[config.mk]
export PLATFORM = sky130hd
export DESIGN_NAME = muldiv_sequencer_flat
export DESIGN_NICKNAME = d
export VERILOG_FILES = /design/src/rtl/muldiv_sequencer_if.sv /design/src/rtl/muldiv_sequencer.sv /design/src/flat_wrapper.sv
export SDC_FILE = /design/constraint.sdc
export NUM_CORES = 1
export LEC_CHECK = 0
export ABC_AREA = 0
export CELL_PAD_IN_SITES_DETAIL_PLACEMENT = 1
export CELL_PAD_IN_SITES_GLOBAL_PLACEMENT = 1
export CORE_MARGIN = 3
export CORE_UTILIZATION = 30
export DETAILED_ROUTE_END_ITERATION = 6
export DONT_BUFFER_PORTS = 1
export PLACE_DENSITY_LB_ADDON = 0.1
export SLEW_MARGIN = 20
export SYNTH_ARGS = -nofsm -noshare
export SYNTH_HDL_FRONTEND = slang
export SYNTH_SLANG_ARGS = --single-unit
export TNS_END_PERCENT = 20
[constraint.sdc]
create_clock -name clk -period 3.1 [get_ports clk]
set_input_delay 0.31 -clock clk [delete_from_list [all_inputs] [get_ports clk]]
set_output_delay 0.31 -clock clk [all_outputs]
set_load 0.03 [all_outputs]
[src/rtl/muldiv_sequencer_if.sv]
// CPU-side request/response bundle for muldiv_sequencer.
// MULDIV_ABORT_EN adds the abort (flush) request line.
interface muldiv_sequencer_if #(
  parameter int W = 32
);
  logic         start;
  logic [1:0]   op;
  logic [W-1:0] a_in;
  logic [W-1:0] b_in;
  logic         hilo_we;
  logic         hilo_sel;
  logic [W-1:0] hilo_wdata;
  logic         busy;
  logic         done;
  logic         div0;
  logic [W-1:0] hi_q;
  logic [W-1:0] lo_q;
`ifdef MULDIV_ABORT_EN
  logic         abort;

  modport master (
    output start, op, a_in, b_in, hilo_we, hilo_sel, hilo_wdata, abort,
    input  busy, done, div0, hi_q, lo_q
  );
  modport slave (
    input  start, op, a_in, b_in, hilo_we, hilo_sel, hilo_wdata, abort,
    output busy, done, div0, hi_q, lo_q
  );
`else
  modport master (
    output start, op, a_in, b_in, hilo_we, hilo_sel, hilo_wdata,
    input  busy, done, div0, hi_q, lo_q
  );
  modport slave (
    input  start, op, a_in, b_in, hilo_we, hilo_sel, hilo_wdata,
    output busy, done, div0, hi_q, lo_q
  );
`endif
endinterface

[src/rtl/muldiv_sequencer.sv]
// Sequences the iterative MULT/DIV units and owns architectural HI/LO.
// Optional MULDIV_ABORT_EN: abort input flushes an operation in CLR/RUN.
module muldiv_sequencer #(
  parameter int MULT_CYCLES = 32,
  parameter int DIV_CYCLES  = 32,
  parameter int W           = 32
) (
  input  logic                clk,
  input  logic                rst,
  muldiv_sequencer_if.slave   bus,
  input  logic [W-1:0]        mult_hi,
  input  logic [W-1:0]        mult_lo,
  input  logic [W-1:0]        div_hi,
  input  logic [W-1:0]        div_lo,
  output logic [W-1:0]        op_a,
  output logic [W-1:0]        op_b,
  output logic                mult_rst,
  output logic                mult_ctrl,
  output logic                div_rst,
  output logic                div_ctrl
);
  localparam int MAXC = (MULT_CYCLES > DIV_CYCLES) ? MULT_CYCLES : DIV_CYCLES;
  localparam int CW   = $clog2(MAXC + 1);

  typedef enum logic [1:0] {S_IDLE, S_CLR, S_RUN, S_CAPTURE} state_t;

  state_t          r_state;
  logic [CW-1:0]   r_cnt;
  logic            r_is_div;
  logic            w_accept;
  logic            w_div0;
  logic            w_abort;

  always_comb begin
    w_accept = bus.start && ((bus.op == 2'b00) || ((bus.op == 2'b01) && (bus.b_in != '0)));
    w_div0   = bus.start && (bus.op == 2'b01) && (bus.b_in == '0);
`ifdef MULDIV_ABORT_EN
    w_abort  = bus.abort;
`else
    w_abort  = 1'b0;
`endif
  end

  // Unit clears are registered 1 during reset so both units stay cleared until the first edge after release.
  always_ff @(posedge clk or negedge rst) begin
    if (!rst) begin
      r_state    <= S_IDLE;
      r_cnt      <= '0;
      r_is_div   <= 1'b0;
      op_a       <= '0;
      op_b       <= '0;
      mult_rst   <= 1'b1;
      div_rst    <= 1'b1;
      mult_ctrl  <= 1'b0;
      div_ctrl   <= 1'b0;
      bus.busy   <= 1'b0;
      bus.done   <= 1'b0;
      bus.div0   <= 1'b0;
      bus.hi_q   <= '0;
      bus.lo_q   <= '0;
    end else begin
      mult_rst <= 1'b0;
      div_rst  <= 1'b0;
      bus.done <= 1'b0;
      bus.div0 <= 1'b0;
      case (r_state)
        S_IDLE: begin
          if (bus.hilo_we) begin
            if (bus.hilo_sel) bus.hi_q <= bus.hilo_wdata;
            else              bus.lo_q <= bus.hilo_wdata;
          end
          if (w_accept) begin
            op_a     <= bus.a_in;
            op_b     <= bus.b_in;
            r_is_div <= bus.op[0];
            r_cnt    <= bus.op[0] ? CW'(DIV_CYCLES) : CW'(MULT_CYCLES);
            mult_rst <= ~bus.op[0];
            div_rst  <= bus.op[0];
            bus.busy <= 1'b1;
            r_state  <= S_CLR;
          end else if (w_div0) begin
            bus.div0 <= 1'b1;
          end
        end
        S_CLR, S_RUN: begin
          if (w_abort) begin
            mult_rst  <= ~r_is_div;
            div_rst   <= r_is_div;
            mult_ctrl <= 1'b0;
            div_ctrl  <= 1'b0;
            bus.busy  <= 1'b0;
            r_cnt     <= '0;
            r_state   <= S_IDLE;
          end else if (r_state == S_CLR) begin
            mult_ctrl <= ~r_is_div;
            div_ctrl  <= r_is_div;
            r_state   <= S_RUN;
          end else begin
            // Leaving on count==1 keeps ctrl high for exactly N cycles.
            r_cnt <= r_cnt - CW'(1);
            if (r_cnt == CW'(1)) begin
              mult_ctrl <= 1'b0;
              div_ctrl  <= 1'b0;
              bus.done  <= 1'b1;
              r_state   <= S_CAPTURE;
            end
          end
        end
        S_CAPTURE: begin
          bus.hi_q <= r_is_div ? div_hi : mult_hi;
          bus.lo_q <= r_is_div ? div_lo : mult_lo;
          bus.busy <= 1'b0;
          r_state  <= S_IDLE;
        end
        default: r_state <= S_IDLE;
      endcase
    end
  end
endmodule

[src/flat_wrapper.sv]
// flat-port wrapper written by rule: the top's interface ports become plain ports
module muldiv_sequencer_flat 
#(
  parameter int MULT_CYCLES = 32,
  parameter int DIV_CYCLES  = 32,
  parameter int W           = 32
)
  (clk, rst, mult_hi, mult_lo, div_hi, div_lo, op_a, op_b, mult_rst, mult_ctrl, div_rst, div_ctrl, bus_start, bus_op, bus_a_in, bus_b_in, bus_hilo_we, bus_hilo_sel, bus_hilo_wdata, bus_busy, bus_done, bus_div0, bus_hi_q, bus_lo_q);
  muldiv_sequencer_if #(.W(W)) bus_i ();
  input  logic clk;
  input  logic rst;
  input  logic [W-1:0] mult_hi;
  input  logic [W-1:0] mult_lo;
  input  logic [W-1:0] div_hi;
  input  logic [W-1:0] div_lo;
  output logic [W-1:0] op_a;
  output logic [W-1:0] op_b;
  output logic mult_rst;
  output logic mult_ctrl;
  output logic div_rst;
  output logic div_ctrl;
  input wire logic [$bits(bus_i.start)-1:0] bus_start;
  input wire logic [$bits(bus_i.op)-1:0] bus_op;
  input wire logic [$bits(bus_i.a_in)-1:0] bus_a_in;
  input wire logic [$bits(bus_i.b_in)-1:0] bus_b_in;
  input wire logic [$bits(bus_i.hilo_we)-1:0] bus_hilo_we;
  input wire logic [$bits(bus_i.hilo_sel)-1:0] bus_hilo_sel;
  input wire logic [$bits(bus_i.hilo_wdata)-1:0] bus_hilo_wdata;
  output wire logic [$bits(bus_i.busy)-1:0] bus_busy;
  output wire logic [$bits(bus_i.done)-1:0] bus_done;
  output wire logic [$bits(bus_i.div0)-1:0] bus_div0;
  output wire logic [$bits(bus_i.hi_q)-1:0] bus_hi_q;
  output wire logic [$bits(bus_i.lo_q)-1:0] bus_lo_q;
  assign bus_i.start = bus_start;
  assign bus_i.op = bus_op;
  assign bus_i.a_in = bus_a_in;
  assign bus_i.b_in = bus_b_in;
  assign bus_i.hilo_we = bus_hilo_we;
  assign bus_i.hilo_sel = bus_hilo_sel;
  assign bus_i.hilo_wdata = bus_hilo_wdata;
  assign bus_busy = bus_i.busy;
  assign bus_done = bus_i.done;
  assign bus_div0 = bus_i.div0;
  assign bus_hi_q = bus_i.hi_q;
  assign bus_lo_q = bus_i.lo_q;
  muldiv_sequencer #(.MULT_CYCLES(MULT_CYCLES), .DIV_CYCLES(DIV_CYCLES), .W(W)) u_core (.clk(clk), .rst(rst), .bus(bus_i), .mult_hi(mult_hi), .mult_lo(mult_lo), .div_hi(div_hi), .div_lo(div_lo), .op_a(op_a), .op_b(op_b), .mult_rst(mult_rst), .mult_ctrl(mult_ctrl), .div_rst(div_rst), .div_ctrl(div_ctrl));
endmodule
==> results.txt <==
----------------------------------------------------
[Placement]
  Detailed-placement wirelength estimate ... ~15 mm
  Number of port buffers ... 0
  Setup slack after placement ... between 0.2 and 0.3 ns
  Gp weighted congestion ... approximately 0.74

[STA]
  Final critical-path setup slack ... 0.2913 ns
  Worst hold slack ... -0.4131 ns
  Number of pins exceeding their max-slew limit in the final report ... 0
  Achievable Freq ... 0.3560 GHz
  Setup repair after global routing missed its margin ... false
  Setup total negative slack ... 0 ns
  Clock period minus worst slack ... 2.809 ns
  Number of setup violations in the final report ... 0
  Normalized max-slew margin ... 44.76%
  Final Hold Viols ... roughly 140
  Actual slew at the worst max-slew pin ... roughly 0.83 ns
  Post-route clock period utilization ... around 90%
  Clock tree skew after final layout ... between 0.01 and 0.015 ns

[Worst setup path]
  Data required time at the worst endpoint ... around 3.4 ns
  Arrival time at the worst endpoint ... roughly 3.1 ns
  Launching element type of the critical path ... register
  Setup Crit Path Kind ... reg -> reg
  Worst Setup End Kind ... register
  Worst Path Max Fanout ... 67
  Register-to-Register Setup Slack ... slightly below 0.3 ns

[Outcome]
  Outcome ... complete, but fails checks
  Failing checks ... hold timing

[Clock network]
  Post-cts repair resize count ... 0
  Maximum buffer depth of the clock tree ... 2
  Num CTS Buffers ... 17
  Clock net sink count ... ~140
  CTS root buf ... clkbuf_16
  Insertion delay of the later-clocked pin in the worst-skew pair ... around 0.41 ns
  Clock tree from TritonCTS ... yes
  H-tree lvl count ... 4
  Clock transition at the registers of the reported paths ... ~0.07 ns
  Post-CTS repair timing setup buffer count ... 0

[Floorplanning]
  Initial core utilization ... 30.97%
  Vertical die dimension ... 157.3 um
  Total I/O pin count ... 366
  Area of the placeable core ... roughly 0.022 sq mm
  Total die area ... about 0.025 sq mm
  Site row count ... 54
  Chip Width ... 157.3 um

[Final layout]
  Commonest non-fill, non-tap cells in the layout ... dfrtp_1 (141), mux2_2 (71), mux2i_1 (66), nor2_1 (38), a21oi_1 (35)
  Number of nets in the layout ... 788
  # diodes ... 0
  Syn-to-layout area delta ... 13.62%
  Post-layout util ... a little over a third
  Ratio of cells with drive above 1 in the final layout ... 21.10%
  Most common library cell in the layout ignoring fill and taps ... dfrtp_1

[Global route]
  Pin count of the biggest net entering global routing ... about 150
  Number of antenna violations at the first check in global routing ... 0
  Wire length of the first global-routing pass ... 29.13 mm
  Number of global-route vias before repair ... between 4000 and 5000
  Total routing resource utilization after global routing ... 15.35%
  Global-route congestion overflow total ... 0

[Power]
  Leakage ... about 0.0035 uW
  Worst vdd rail ir drop ... approximately 450 uV
  Overall power of the completed layout ... about 10000 uW
  Power per cell area ... 1334 mW/mm^2

[Route]
  Post-route DRC ... 0
  Via/cell ratio ... approximately 5.3
  Starting DRT DRC Count ... between 150 and 200
  Avg WL per Cell ... between 20 and 25 um
  Number of routed nets with antenna violations ... 0
  Number of optimization iterations in the first detailed-route pass ... 4
  Detailed-route via count ... around 4500
  DRT Wirelength ... 20.05 mm

[Yosys]
  Syn Std Cell Area ... about 0.0069 sq mm
  Seq/Total Area, Yosys ... 52.53%
  Warnings, synthesis ... 0
  Syn_nets ... 795
  Average instance area after synthesis ... 12.30 sq um
  Cell count after synthesis ... approximately 560
  Flip-flop and latch count after synthesis ... 144
  Count of cell types in the netlist ... 40

[Worst hold path]
  Type of the tightest min-delay check ... in -> async

[Job]
  Number of maximum-capacitance constraint violations ... 0

----------------------------------------------------
[per-stage QoR]
| stage | cell area [sq um] | std cells | hold slack (ns) |
|---|---|---|---|
| 2_1_floorplan | 6864 | 558 | 0.01441 |
| 6_report | 7799 | 844 | -0.4131 |
| 3_5_place_dp | 7123 | 806 | 0.01764 |
| 5_1_grt | 7799 | 844 | -0.4433 |
| 4_1_cts | 7749 | 839 | -0.4363 |
| 3_3_place_gp | 7123 | 806 | 0.01799 |
[worst max-delay path: stages (launching register included)]
cell and delay, ns:
dfrtp_1 0.43, inv_1 0.13, ha_1 0.52, inv_1 0.26
or3_2 0.52, buf_4 0.39, mux2_1 0.42
[cell type report]
class | instances | area [sq um]
Fill cell | 2339 | 14360
Inverter | 11 | 41.29
Tap cell | 280 | 350.3
Multi-Input combinational cell | 363 | 3037
Clock inverter | 15 | 190.2
Timing Repair Buffer | 14 | 145.1
Sequential cell | 144 | 3610
Clock buffer | 17 | 425.4
[where the power goes]
group	switching, uW	internal (uW)	total [uW]
registers	2600	2790	5390
clock network	910	1230	2140
logic	1410	1460	2870
[Yosys cell counts]
cell         n  share of area [%]
a21o_1      33                3.6
o21a_1       1               0.11
mux2_1      28                4.6
or4_1        1               0.11
o22ai_1      5               0.46
nor3b_1      1               0.11
nand3b_1     1               0.11
a211oi_1    34                3.7
clkbuf_1    23                1.3
a221oi_1     2               0.26
nand3_1      3               0.22
buf_2        7               0.51
mux2i_1     66                9.6
and3_1       3               0.27
dfstp_2      2               0.77
buf_8        4               0.87
nor3_1       2               0.15
o21bai_1     1               0.11
o21ai_0      2               0.15
nor3_2       1               0.15
dfrtp_1    142                 52
a32o_1       1               0.15
buf_1        2               0.11
nand2_1      8               0.44
o2bb2ai_1    1               0.13
nor2_1      38                2.1
nor2b_1      1              0.091
nor4b_1      1               0.13
ha_1         6                1.1
a21oi_1     36                2.6
nand2b_1     4               0.36
a22oi_1      1               0.11
a2111oi_0    1               0.13
nor4_1       5               0.46
nand4_1      2               0.18
or3_1        2               0.18
inv_1       11               0.60
a221o_1      1               0.15
buf_4        4               0.44
mux2_2      71                 12
[routing by layer]
metal / vias up / global-route usage, % / share of wire (%)
met5: - / 0 / 0
met1: 2224 / 16.61 / 36
met3: 13 / 6.461 / 10
li1: 2026 / - / -
met2: 227 / 27.80 / 53
met4: 0 / 3.719 / 0.92
[path summary, 6_finish.rpt]
check                                      end  cells past startpoint              start
max in group asynchronous       u_core.div_rst                      0                rst
setup / recovery                u_core.op_b[5]                      6  u_core.r_state[1]
hold / removal             u_core.bus.hi_q[10]                      0                rst
hold reg to reg                u_core.r_cnt[4]                      2    u_core.r_cnt[4]
setup reg to reg                u_core.op_b[5]                      6  u_core.r_state[1]
min in group clk               u_core.op_b[17]                      1       bus_b_in[17]
[timing repair]
item                                    CTS  global route
hold endpoints to repair                146           149
hold buffers                              1             5
endpoints found under the setup margin    0             0
[registers in the layout (all words and copies together), names as in the netlist]
signal,cells
u_core.op_b,32
u_core.div_rst,1
u_core.mult_rst,1
u_core.mult_ctrl,1
u_core.r_state,2
u_core.r_cnt,6
u_core.bus.done,1
u_core.div_ctrl,1
u_core.bus.lo_q,32
u_core.op_a,32
u_core.bus.hi_q,32
u_core.bus.div0,1
u_core.r_is_div,1
u_core.bus.busy,1
[logic make-up (layout without fill, tap and decap cells)]
logic type | count (synthesis) | count (layout) | share of synthesized area [%]
compound gates | 119 | 119 | 11.68
fa+ha+maj | 6 | 6 | 1.094
buf+inv | 51 | 57 | 3.791
flops | 144 | 144 | 52.53
mux | 165 | 165 | 25.87
simple gates | 73 | 73 | 5.031
No activity file was read; power rests on OpenSTA's default activity.
